### src/rtl/fpa_pkg.sv
// Shared types and IEEE-754 single-precision constants for the adder
// scheduler and the adder itself.
package fpa_pkg;

  typedef enum logic [1:0] {
    IDLE  = 2'd0,
    ISSUE = 2'd1,
    WAIT  = 2'd2,
    RESP  = 2'd3
  } state_e;

  localparam logic [31:0] FP_QNAN  = 32'h7FC0_0000;
  localparam logic [31:0] FP_POS_Z = 32'h0000_0000;
  localparam logic [31:0] FP_NEG_Z = 32'h8000_0000;
  localparam logic [31:0] FP_POS_I = 32'h7F80_0000;
  localparam logic [31:0] FP_NEG_I = 32'hFF80_0000;

endpackage

### src/rtl/fpa_sched_rr_arb.sv
// Combinational round-robin arbiter: first asserted request at or above
// ptr, wrapping modulo N, as a one-hot grant plus its encoded index.
module rr_arb #(
  parameter int N    = 4,
  parameter int ID_W = $clog2(N)
) (
  input  logic [N-1:0]    req,
  input  logic [ID_W-1:0] ptr,
  output logic [N-1:0]    gnt,
  output logic [ID_W-1:0] idx
);

  logic found_s;
  int   pos_s;

  // Rotating priority search starting at ptr
  always_comb begin
    gnt     = '0;
    idx     = '0;
    found_s = 1'b0;
    pos_s   = 0;
    for (int k = 0; k < N; k++) begin
      pos_s = int'(ptr) + k;
      if (pos_s >= N) begin
        pos_s = pos_s - N;
      end else begin
        pos_s = pos_s;
      end
      if (!found_s && req[pos_s]) begin
        gnt[pos_s] = 1'b1;
        idx        = ID_W'(pos_s);
        found_s    = 1'b1;
      end else begin
        found_s = found_s;
      end
    end
  end

endmodule

### src/rtl/fpa_sched.sv
// Round-robin scheduler sharing one multi-cycle FP adder among NUM_REQ
// requesters, with a watchdog that substitutes a quiet NaN on a hung adder.
module fpa_sched #(
  parameter int NUM_REQ = 4,
  parameter int TIMEOUT = 64,
  parameter int ID_W    = $clog2(NUM_REQ)
) (
  input  logic                    clk,
  input  logic                    rst,
  input  logic [NUM_REQ-1:0]      req_valid,
  input  logic [32*NUM_REQ-1:0]   req_x,
  input  logic [32*NUM_REQ-1:0]   req_y,
  output logic [NUM_REQ-1:0]      req_ready,
  output logic                    resp_valid,
  input  logic                    resp_ready,
  output logic [31:0]             resp_result,
  output logic [ID_W-1:0]         resp_id,
  output logic                    resp_timeout,
  output logic                    fpa_start,
  output logic [31:0]             fpa_x,
  output logic [31:0]             fpa_y,
  input  logic [31:0]             fpa_result,
  input  logic                    fpa_out_valid,
  output logic                    timeout_err,
  output logic                    busy
);
  import fpa_pkg::*;

  localparam int CNT_W = $clog2(TIMEOUT) + 1;

  state_e               state_r;
  state_e               state_nxt_s;
  logic [ID_W-1:0]      rr_ptr_r;
  logic [CNT_W-1:0]     cnt_r;
  logic [NUM_REQ-1:0]   gnt_s;
  logic [ID_W-1:0]      gnt_idx_s;
  logic                 accept_s;
  logic                 timeout_hit_s;
  logic [31:0]          sel_x_s;
  logic [31:0]          sel_y_s;

  rr_arb #(
    .N    (NUM_REQ),
    .ID_W (ID_W)
  ) u_arb (
    .req (req_valid),
    .ptr (rr_ptr_r),
    .gnt (gnt_s),
    .idx (gnt_idx_s)
  );

  assign timeout_hit_s = (cnt_r == CNT_W'(TIMEOUT - 1));

  // Operand mux driven by the one-hot grant
  always_comb begin
    sel_x_s = 32'h0000_0000;
    sel_y_s = 32'h0000_0000;
    for (int i = 0; i < NUM_REQ; i++) begin
      if (gnt_s[i]) begin
        sel_x_s = req_x[32*i +: 32];
        sel_y_s = req_y[32*i +: 32];
      end else begin
        sel_x_s = sel_x_s;
        sel_y_s = sel_y_s;
      end
    end
  end

  // Next-state and state-decoded outputs; grants are suppressed during reset
  always_comb begin
    state_nxt_s = state_r;
    req_ready   = '0;
    accept_s    = 1'b0;
    fpa_start   = 1'b0;
    resp_valid  = 1'b0;
    busy        = 1'b1;
    case (state_r)
      IDLE: begin
        busy = 1'b0;
        if (!rst && (|gnt_s)) begin
          req_ready   = gnt_s;
          accept_s    = 1'b1;
          state_nxt_s = ISSUE;
        end else begin
          state_nxt_s = IDLE;
        end
      end
      ISSUE: begin
        fpa_start   = 1'b1;
        state_nxt_s = WAIT;
      end
      WAIT: begin
        if (fpa_out_valid || timeout_hit_s) begin
          state_nxt_s = RESP;
        end else begin
          state_nxt_s = WAIT;
        end
      end
      RESP: begin
        resp_valid = 1'b1;
        if (resp_ready) begin
          state_nxt_s = IDLE;
        end else begin
          state_nxt_s = RESP;
        end
      end
      default: begin
        state_nxt_s = IDLE;
      end
    endcase
  end

  // State, datapath and watchdog registers; a real result beats a same-cycle timeout
  always_ff @(posedge clk) begin
    if (rst) begin
      state_r      <= IDLE;
      rr_ptr_r     <= '0;
      cnt_r        <= '0;
      fpa_x        <= 32'h0000_0000;
      fpa_y        <= 32'h0000_0000;
      resp_result  <= 32'h0000_0000;
      resp_id      <= '0;
      resp_timeout <= 1'b0;
      timeout_err  <= 1'b0;
    end else begin
      state_r <= state_nxt_s;
      case (state_r)
        IDLE: begin
          if (accept_s) begin
            fpa_x   <= sel_x_s;
            fpa_y   <= sel_y_s;
            resp_id <= gnt_idx_s;
          end
        end
        ISSUE: begin
          cnt_r <= '0;
        end
        WAIT: begin
          cnt_r <= cnt_r + CNT_W'(1);
          if (fpa_out_valid) begin
            resp_result  <= fpa_result;
            resp_timeout <= 1'b0;
          end else if (timeout_hit_s) begin
            resp_result  <= FP_QNAN;
            resp_timeout <= 1'b1;
            timeout_err  <= 1'b1;
          end
        end
        RESP: begin
          if (resp_ready) begin
            if (resp_id == ID_W'(NUM_REQ - 1)) begin
              rr_ptr_r <= '0;
            end else begin
              rr_ptr_r <= resp_id + ID_W'(1);
            end
          end
        end
        default: begin
          state_r <= IDLE;
        end
      endcase
    end
  end

endmodule

### config.mk
export PLATFORM = sky130hd
export DESIGN_NAME = fpa_sched
export DESIGN_NICKNAME = d
export VERILOG_FILES = /design/src/rtl/fpa_pkg.sv /design/src/rtl/fpa_sched_rr_arb.sv /design/src/rtl/fpa_sched.sv
export SDC_FILE = /design/constraint.sdc
export NUM_CORES = 1
export LEC_CHECK = 0
export ABC_AREA = 1
export CAP_MARGIN = 20
export CORE_AREA = 5 5 152 154
export CTS_CLUSTER_DIAMETER = 100
export DETAILED_ROUTE_END_ITERATION = 10
export DIE_AREA = 0 0 157 159
export PLACE_DENSITY = 0.82
export SKIP_CTS_REPAIR_TIMING = 1
export SLEW_MARGIN = 20
export SYNTH_ARGS = -nofsm -noshare
export SYNTH_HDL_FRONTEND = slang
export SYNTH_HIERARCHICAL = 1
export SYNTH_SLANG_ARGS = --single-unit
export TNS_END_PERCENT = 50
### constraint.sdc
create_clock -name clk -period 3.3 [get_ports clk]
set_input_delay 0.825 -clock clk [delete_from_list [all_inputs] [get_ports clk]]
set_output_delay 0.825 -clock clk [all_outputs]
set_load 0.01 [all_outputs]
**Yosys cells after proc, flatten, opt, wreduce, memory -nomap -nowiden**

Index checks and enable logic that the tools add are counted.
Widths: inputs -> output; s select.

- $lt $le $gt $ge: 12
- Bitwise operators: 4
- Reduce and logical (&&, ||, !) cells: 21
- Multiplexer cells: 60
- $add $sub $neg: 9
- Equality and inequality tests: 5

Operators by type and width:

| cell | count |
|---|---|
| $mux 32 | 14 |
| $ge 32x1->1 const B | 4 |
| $lt 32x4->1 const B | 4 |
| $ge 32x4->1 const B | 3 |
| $sub 32x4->32 const B | 3 |
| $mux 1 | 24 |
| $mux 4 | 6 |
| $pmux 7 s2 | 1 |
| $mux 2 | 6 |
| $or 4x4->4 | 3 |
| $bmux 1 s2 | 4 |
| $demux 1 s2 | 4 |
| $logic_and 1x1->1 | 8 |
| $pmux 2 s4 | 1 |
| $add 7x1->7 const B | 1 |
| $eq 7x6->1 const B | 1 |
| $add 2x2->3 const B | 2 |
| $eq 2x2->1 const B | 3 |
| $reduce_and 2->1 | 3 |
| $logic_not 1->1 | 4 |
| $reduce_bool 2->1 | 2 |
| $reduce_or 4->1 | 1 |
| $sub 2x3->4 const B | 1 |
| $add 2x1->3 const B | 1 |
| 7 further kinds | 7 |

- Output and inout bits: 107
- Bits of input ports: 296
- Logic and storage cells: 120
- Flip-flop bits (word level): 111

**Depth between registers and ports, before layout**

Gate-level depths: netlist of the first run.

- Depth in word-level cells: 20
- Mapped depth: 19
- Gate-level depth less buffers: 16

**Modules after synthesis**

Netlist of the first run, hierarchy kept.

By module, submodules not included:

| module | sequential area each (sq um) | area each (sq um) | cells an instance | times used |
|---|---|---|---|---|
| fpa_sched | 2222.1 | 6384.9 | 1089 | 1 |
| rr_arb | 0.0 | 553.0 | 85 | 1 |

**Least setup slack after synthesis of the first run**

Ideal clock, no wire load.

- Kind: register to output
- From: reg rr_ptr_r[1]
- To: out req_ready[0]
- Cell stages (with the launch flop): 15
- Setup slack: 0.147 ns
- Buffers on the path: 2
- Data arrival time: 2.328 ns
- Data required time: 2.475 ns
- Cell sequence: dfxtp_1 > bufinv_8 > ha_1 > inv_1 > nand3_1 > nand2_2 > nor2_8 > nand3_1 > nand3_1 > nor2_1 > nand2_2 > nand3_2 > buf_6 > buf_2 > nor2_1

- Cells in the longest elaborated chain, start to end: 19
- Elaborated cells between the ends (all ways): 67
- Those cells by class: add/sub (7); order compare (12); mux (33); bitwise (3); reduce/logical (12)

Ends and longest elaborated chain:

| item | line | RTL |
|---|---|---|
| start: declaration | fpa_sched.sv:33 | `logic [ID_W-1:0] rr_ptr_r;` |
| start signal: assignment | fpa_sched.sv:154 | `rr_ptr_r <= resp_id + ID_W'(1);` |
| parallel branches: the longest is 14 deep, another holds $sub 32x4->32 | -- |  |
| $mux 4 (*) | fpa_sched_rr_arb.sv:29 | `if (!found_s && req[pos_s]) begin` |
| named net gnt_s[0] | fpa_sched.sv:35 | `logic [NUM_REQ-1:0] gnt_s;` |
| $reduce_or 4->1 | fpa_sched.sv:80 | `if (!rst && (\|gnt_s)) begin` |
| $logic_and 1x1->1 | fpa_sched.sv:80 |  |
| $mux 4 (*) | fpa_sched.sv:80 |  |
| $mux 4 (*) | fpa_sched.sv:77 | `case (state_r)` |
| end: declaration | fpa_sched.sv:13 | `output logic [NUM_REQ-1:0] req_ready,` |

Mark *: on every way through the listed nets, which the timed path passes. The select of a mux whose other input is x is not followed.

**Final worst setup path of the first run**

- From: reg rr_ptr_r[1]
- To: out req_ready[0]

- Cells in the longest elaborated chain, start to end: 19
- Elaborated cells between the ends (all ways): 67
- Those cells by class: add/sub (7); order compare (12); mux (33); bitwise (3); reduce/logical (12)

Ends and longest elaborated chain:

| item | line |
|---|---|
| parallel branches: the longest is 14 deep, another holds $sub 32x4->32 | -- |
| $mux 4 (*) | fpa_sched_rr_arb.sv:29 |
| named net gnt_s[1] | fpa_sched.sv:35 |
| $reduce_or 4->1 (*) | fpa_sched.sv:80 |
| $logic_and 1x1->1 (*) | fpa_sched.sv:80 |
| $mux 4 (*) | fpa_sched.sv:80 |
| $mux 4 (*) | fpa_sched.sv:77 |

Marks and branches as above.

==> impl_metrics.env, run 1 <==
export IMPL_numCtsBuffers=9
export IMPL_syn_area_per_cell_um2=5.91
export IMPL_postRouteAntennaNets=0
export IMPL_timing_max_cap_violations=0
export IMPL_drive_gt1_share_pct=5.78
export IMPL_synth_edf_count=0
export IMPL_n_fill_cell=2073
export IMPL_worstSetupStartpointType="flop"
export IMPL_p_per_area_mw_per_mm2=431
export IMPL_ys_seq_area_share_pct=32.0
export IMPL_finalCritPeriodShare_pct=96.5
export IMPL_ys_ff_latch=111
export IMPL_htreeDepth=3
export IMPL_final_cell_mix="437 x nand2_1, 393 x clkdlybuf4s50_1, 164 x nor2_1, 162 x a21oi_1, 111 x nand3_1"
export IMPL_antenna_found_initial=1
export IMPL_start_util_pct=32.2
export IMPL_cts_tree="built"
export IMPL_firstDrtPassIters=5
export IMPL_portBuffers=402
export IMPL_grt_max_degree=92
export IMPL_skew_ns=0.0120
export IMPL_path_class="flop to output pin"
export IMPL_post_drt_wl_per_cell_um=15.8
export IMPL_initialDrtViolationCount=496
export IMPL_clk_latency_ns=0.35
export IMPL_hp_start="fpa_y[16]"
export IMPL_regToRegStartpoint="rr_ptr_r[1]"
export IMPL_worstPathArrival_ns=2.36
export IMPL_rr_worst_depth=18
export IMPL_status="completed"
export IMPL_dp_hpwl_um=21300
export IMPL_fin_nets=1845
export IMPL_postSynth_asyncResetShare_pct=0
export IMPL_wl_um=28800
export IMPL_fmax_mhz=314
export IMPL_root_buffer="clkbuf_16"
export IMPL_setup_slack_ns=0.115
export IMPL_grt_pass1_wl_um=43500
export IMPL_cts_sinks=111
export IMPL_p_clk_share_pct=23.6
export IMPL_gp_congestion=0.924
export IMPL_finalMaxSlewViolations=0
export IMPL_yosysWarnings=6
export IMPL_hold_slack_ns=0.465
export IMPL_fin_crit_ns=3.19
export IMPL_ir_worst_vdd_mv=0.289
export IMPL_setup_tns_ns=0
export IMPL_p_seq_share_pct=31.7
export IMPL_intPower_mw=3.13
export IMPL_stdcell_area_mm2=0.0116
export IMPL_final_common_cell="nand2_1"
export IMPL_leakagePower_nw=5.09
export IMPL_path_max_fanout=7
export IMPL_switching_power_mw=1.86
export IMPL_end_kind="output pin"
export IMPL_grt_usage_pct=21.2
export IMPL_num_rows=54
export IMPL_pwr_share_comb_pct=44.6
export IMPL_swShare_pct=37.3
export IMPL_netlist_area_mm2=0.00694
export IMPL_core_mm2=0.0216
export IMPL_synth_cell_types=30
export IMPL_synthFlopType="dfxtp_1"
export IMPL_syn_num_nets=1484
export IMPL_crit_required_ns=2.47
export IMPL_hold_viol=0
export IMPL_grt_overflow=0
export IMPL_hp_class="flop to flop"
export IMPL_die_area_mm2=0.0250
export IMPL_dpl_cell_area_mm2=0.0112
export IMPL_area_delta_synth_final_pct=66.8
export IMPL_drc_errors=0
export IMPL_hold_path_cell_count=2
export IMPL_synthesis_instances=1174
export IMPL_avgViaCountPerCell=4.86
export IMPL_crit_path_start="rr_ptr_r[1]"
export IMPL_slew_headroom_pct=40.8
export IMPL_setup_viol=0
export IMPL_grt_pass1_vias=8322
export IMPL_die_x_um=157
export IMPL_pre_cts_slack_ns=-0.534
export IMPL_io_pins=403
export IMPL_die_y_um=159
export IMPL_path_clk_slew_ns=0.08
export IMPL_tightest_slew_ns=0.887
export IMPL_cts_buffer_depth=2
export IMPL_num_vias=8842
## stage by stage
| step | instances | util [%] | power [mW] |
|---|---|---|---|
| global placement | 1799 | 51.8 | 3.78 |
| CTS | 1815 | 53.3 | 5.01 |
| detailed placement | 1799 | 51.8 | 3.82 |
| finish | 1821 | 53.7 | 4.99 |
| global route | 1821 | 53.7 | 5.34 |
| floorplan | 1174 | - | 2.80 |
## layer usage
layer	global-route usage [%]	share of wire (%)
met1	25.3	39
met2	36.6	48
met3	5.84	9.6
met4	6.98	3.4
met5	0	0
## flip-flops by register name, indices dropped and copies added (netlist names), 2 cells and up
signal and cells:
state_r 2, cnt_r 7, resp_id 2, fpa_y 32
resp_result 32, fpa_x 32, rr_ptr_r 2
## critical path, stage by stage (launching register included)
cell	delay (ns)
dfxtp_2	0.33
bufinv_8	0.17
ha_4	0.28
inv_2	0.05
nand3_1	0.09
nand2_2	0.10
nor2_8	0.16
buf_6	0.13
nand3_1	0.08
nand3_2	0.10
nor2_2	0.05
nand2_2	0.08
nand3_4	0.13
nor2_1	0.12
buf_2	0.14
## Yosys cell counts (2+ instances only)
| library cell | number | share of area [%] |
|---|---|---|
| nand2_2 | 3 | 0.27 |
| o21ai_0 | 14 | 1.0 |
| ha_1 | 14 | 2.5 |
| inv_1 | 33 | 1.8 |
| a21oi_1 | 165 | 12 |
| nor2_1 | 169 | 9.1 |
| nand3_1 | 116 | 8.4 |
| dfxtp_1 | 111 | 32 |
| buf_2 | 49 | 3.5 |
| nand2_4 | 2 | 0.32 |
| nand2_8 | 2 | 0.58 |
| nor3_1 | 4 | 0.29 |
| buf_1 | 2 | 0.11 |
| nand2_1 | 438 | 24 |
| buf_6 | 2 | 0.32 |
| xor2_1 | 2 | 0.25 |
| o21ai_1 | 2 | 0.14 |
| clkbuf_1 | 29 | 1.6 |
| inv_2 | 3 | 0.16 |
| a21boi_0 | 4 | 0.43 |
## cell families (layout without fill, tap and decap cells)
kind of cell | after synthesis | in the layout | share of synthesized area [%]
simple gates | 739 | 739 | 43.5
xor+xnor | 2 | 2 | 0.253
other cells | 0 | 1 | 0
fa+ha+maj | 14 | 14 | 2.52
compound gates | 187 | 187 | 13.7
buf+inv | 121 | 487 | 7.94
flops | 111 | 111 | 32.0
## power by group through the flow
stage	registers (mW)	clock network, mW	logic [mW]
2_1_floorplan	1.67	0	1.13
3_3_place_gp	1.60	0	2.18
3_5_place_dp	1.61	0	2.21
4_1_cts	1.58	1.21	2.22
5_1_grt	1.60	1.27	2.47
6_report	1.58	1.18	2.23
## worst paths after layout
path                   to  slack, ns
max          req_ready[0]       0.11
min             fpa_y[16]       0.47
max reg2reg     fpa_x[31]       0.33
min reg2reg     fpa_y[16]       0.47
## layout make-up
cell class / count / area, um^2 / share of cell area, %
antenna: 1 / 2.50 / 0.0216
multi-input combinational: 942 / 4250 / 36.7
sequential: 111 / 2220 / 19.2
timing repair buffer: 433 / 4260 / 36.8
clock inverter: 7 / 98.8 / 0.854
clock buffer: 9 / 225 / 1.95
inverter: 38 / 161 / 1.39
tap: 280 / 350 / 3.03
(Power assumes the default switching activity.)
==> inputs of run 2 (changes only) <==
--- a/config.mk
+++ b/config.mk
@@ -7,11 +7,13 @@
 export LEC_CHECK = 0
 export ABC_AREA = 1
 export CAP_MARGIN = 20
-export CORE_AREA = 5 5 152 154
+export CELL_PAD_IN_SITES_DETAIL_PLACEMENT = 1
+export CELL_PAD_IN_SITES_GLOBAL_PLACEMENT = 2
+export CORE_MARGIN = 5
+export CORE_UTILIZATION = 18
 export CTS_CLUSTER_DIAMETER = 100
 export DETAILED_ROUTE_END_ITERATION = 10
-export DIE_AREA = 0 0 157 159
-export PLACE_DENSITY = 0.82
+export PLACE_DENSITY = 0.93
 export SKIP_CTS_REPAIR_TIMING = 1
 export SLEW_MARGIN = 20
 export SYNTH_ARGS = -nofsm -noshare
==> run 2 against run 1 <==
Register-to-register slack got worse by 0.09 ns. Critical path depth decreased by 1. Via count increased by 1.9%. Wire length increased by 26%. Count of clock-buffer cells in the layout unchanged. Clock power about the same. Worst setup slack got worse by 0.0028 ns. Final cell count increased by 13%. Power increased by 2.2%. Final area increased by 3.0%. Critical path type unchanged. Critical endpoint is now req_ready[3].
==> impl_metrics.env, run 2 (same netlist as run 1, synthesis figures left out) <==
export IMPL_finalMaxSlewViolations=0
export IMPL_drc_errors=0
export IMPL_p_per_area_mw_per_mm2=428
export IMPL_die_x_um=206
export IMPL_ir_worst_vdd_mv=0.406
export IMPL_power_mw=5.10
export IMPL_htreeDepth=3
export IMPL_avgViaCountPerCell=4.38
export IMPL_multi_input_area_mm2=0.00435
export IMPL_die_area_mm2=0.0426
export IMPL_grt_overflow=0
export IMPL_worstPathArrival_ns=2.36
export IMPL_use_met3_pct=3.86
export IMPL_dp_cells=2039
export IMPL_hold_path_cell_count=2
export IMPL_core_mm2=0.0384
export IMPL_path_clk_slew_ns=0.09
export IMPL_grt_pass1_wl_um=53800
export IMPL_gp_congestion=0.804
export IMPL_finalCritPeriodShare_pct=96.6
export IMPL_dp_hpwl_um=26400
export IMPL_grt_pass1_vias=9419
export IMPL_fmax_mhz=314
export IMPL_timing_max_cap_violations=0
export IMPL_grt_usage_pct=16.1
export IMPL_cts_sinks=111
export IMPL_tightest_slew_ns=0.985
export IMPL_crit_required_ns=2.47
export IMPL_post_drt_wl_per_cell_um=17.6
export IMPL_leakagePower_nw=5.08
export IMPL_firstDrtPassIters=4
export IMPL_io_pins=403
export IMPL_setup_viol=0
export IMPL_drive_gt1_share_pct=6.56
export IMPL_cts_buffer_depth=2
export IMPL_antenna_found_initial=2
export IMPL_status="completed"
export IMPL_num_rows=72
export IMPL_final_cell_mix="435 x nand2_1, 393 x clkdlybuf4s50_1, 164 x nor2_1, 161 x a21oi_1, 110 x dfxtp_1"
export IMPL_rr_worst_depth=16
export IMPL_regArea_mm2=0.00222
export IMPL_cts_tree="built"
export IMPL_fin_crit_ns=3.19
export IMPL_fin_nets=1844
export IMPL_postRouteAntennaNets=0
export IMPL_pre_cts_slack_ns=-0.649
export IMPL_final_common_cell="nand2_1"
export IMPL_die_y_um=206
export IMPL_n_fill_cell=4875
export IMPL_path_max_fanout=6
export IMPL_grt_max_degree=92
export IMPL_area_delta_synth_final_pct=71.8
export IMPL_grtUsageMet1_pct=18.9
export IMPL_hold_viol=0
export IMPL_numCtsBuffers=9
export IMPL_slew_headroom_pct=34.3
export IMPL_worstSetupStartpointType="flop"
export IMPL_setup_slack_ns=0.112
export IMPL_clk_latency_ns=0.38
export IMPL_stdcell_count=2058
export IMPL_root_buffer="clkbuf_16"
export IMPL_portBuffers=402
export IMPL_initialDrtViolationCount=374
export IMPL_met2_usage_pct=29.3
export IMPL_top_usage_layer="met2"
export IMPL_start_util_pct=18.1
export IMPL_end_kind="output pin"
export IMPL_num_vias=9012
export IMPL_hp_class="flop to flop"
export IMPL_reg_top3="fpa_x: 32 flops, fpa_y: 32 flops, resp_result: 32 flops"
export IMPL_path_class="flop to output pin"
export IMPL_skew_ns=0.0149
export IMPL_wl_um=36200
-- run 2: cell types whose count changed in the layout (fill, tap and decap cells not counted), moves of 2 or more --
cell      delta
nand2_1      -2
clkinv_8     -2
nor2_4       +2
nand3_1      -9
nand3_2      +6
inv_6        +2
nand3_4      +3
-- run 2: stage by stage --
step / cell area [um^2] / util, % / hold slack (ns) / TNS [ns]
floorplan: 6940 / - / 0.456 / 0
global placement: 11500 / 29.9 / 0.440 / -20.24
detailed placement: 11500 / 29.9 / 0.441 / -30.38
CTS: 11800 / 30.7 / 0.456 / -4.03
global route: 11900 / 31.1 / 0.490 / -0.0248
finish: 11900 / 31.1 / 0.455 / 0
-- run 2: report_power, final --
part	switching (mW)	internal (mW)	total [mW]
sequential	0.0883	1.49	1.58
combinational	1.31	1.02	2.33
clock	0.630	0.548	1.18
-- run 2: final timing paths --
check,slack (ns),endpoint,from
min,0.46,timeout_err,timeout_err
min reg2reg,0.46,timeout_err,timeout_err
max reg2reg,0.24,fpa_y[11],rr_ptr_r[1]
max,0.11,req_ready[3],rr_ptr_r[1]
-- run 2: worst max-delay path: stages, from the launching register on --
cell and delay [ns]:
dfxtp_2 0.33, bufinv_8 0.17, ha_4 0.29, inv_2 0.06, nand3_2 0.10, nand2_4 0.10, nor2_8 0.18, nand3_2 0.12
nand3_4 0.11, nor2_4 0.04, nand2_2 0.08, nand3_4 0.12, nor2_1 0.12, buf_2 0.14
-- run 2: per-layer routing --
| layer | wire length, um | vias up | part of all wire (%) |
|---|---|---|---|
| li1 | - | 4469 | - |
| met1 | 14600 | 4234 | 40 |
| met3 | 2430 | 47 | 6.7 |
| met2 | 18500 | 260 | 51 |
| met5 | 13 | - | 0.036 |
| met4 | 745 | 2 | 2.1 |
-- run 2: cell type report --
cell class	instances	area share (%)
diodes	1	0.0210
well taps	518	5.44
flip-flops and latches	111	18.7
inverters	38	1.35
multi-input cells	943	36.5
clock buffers	9	1.89
clock inverters	7	0.640
repair buffers	431	35.5
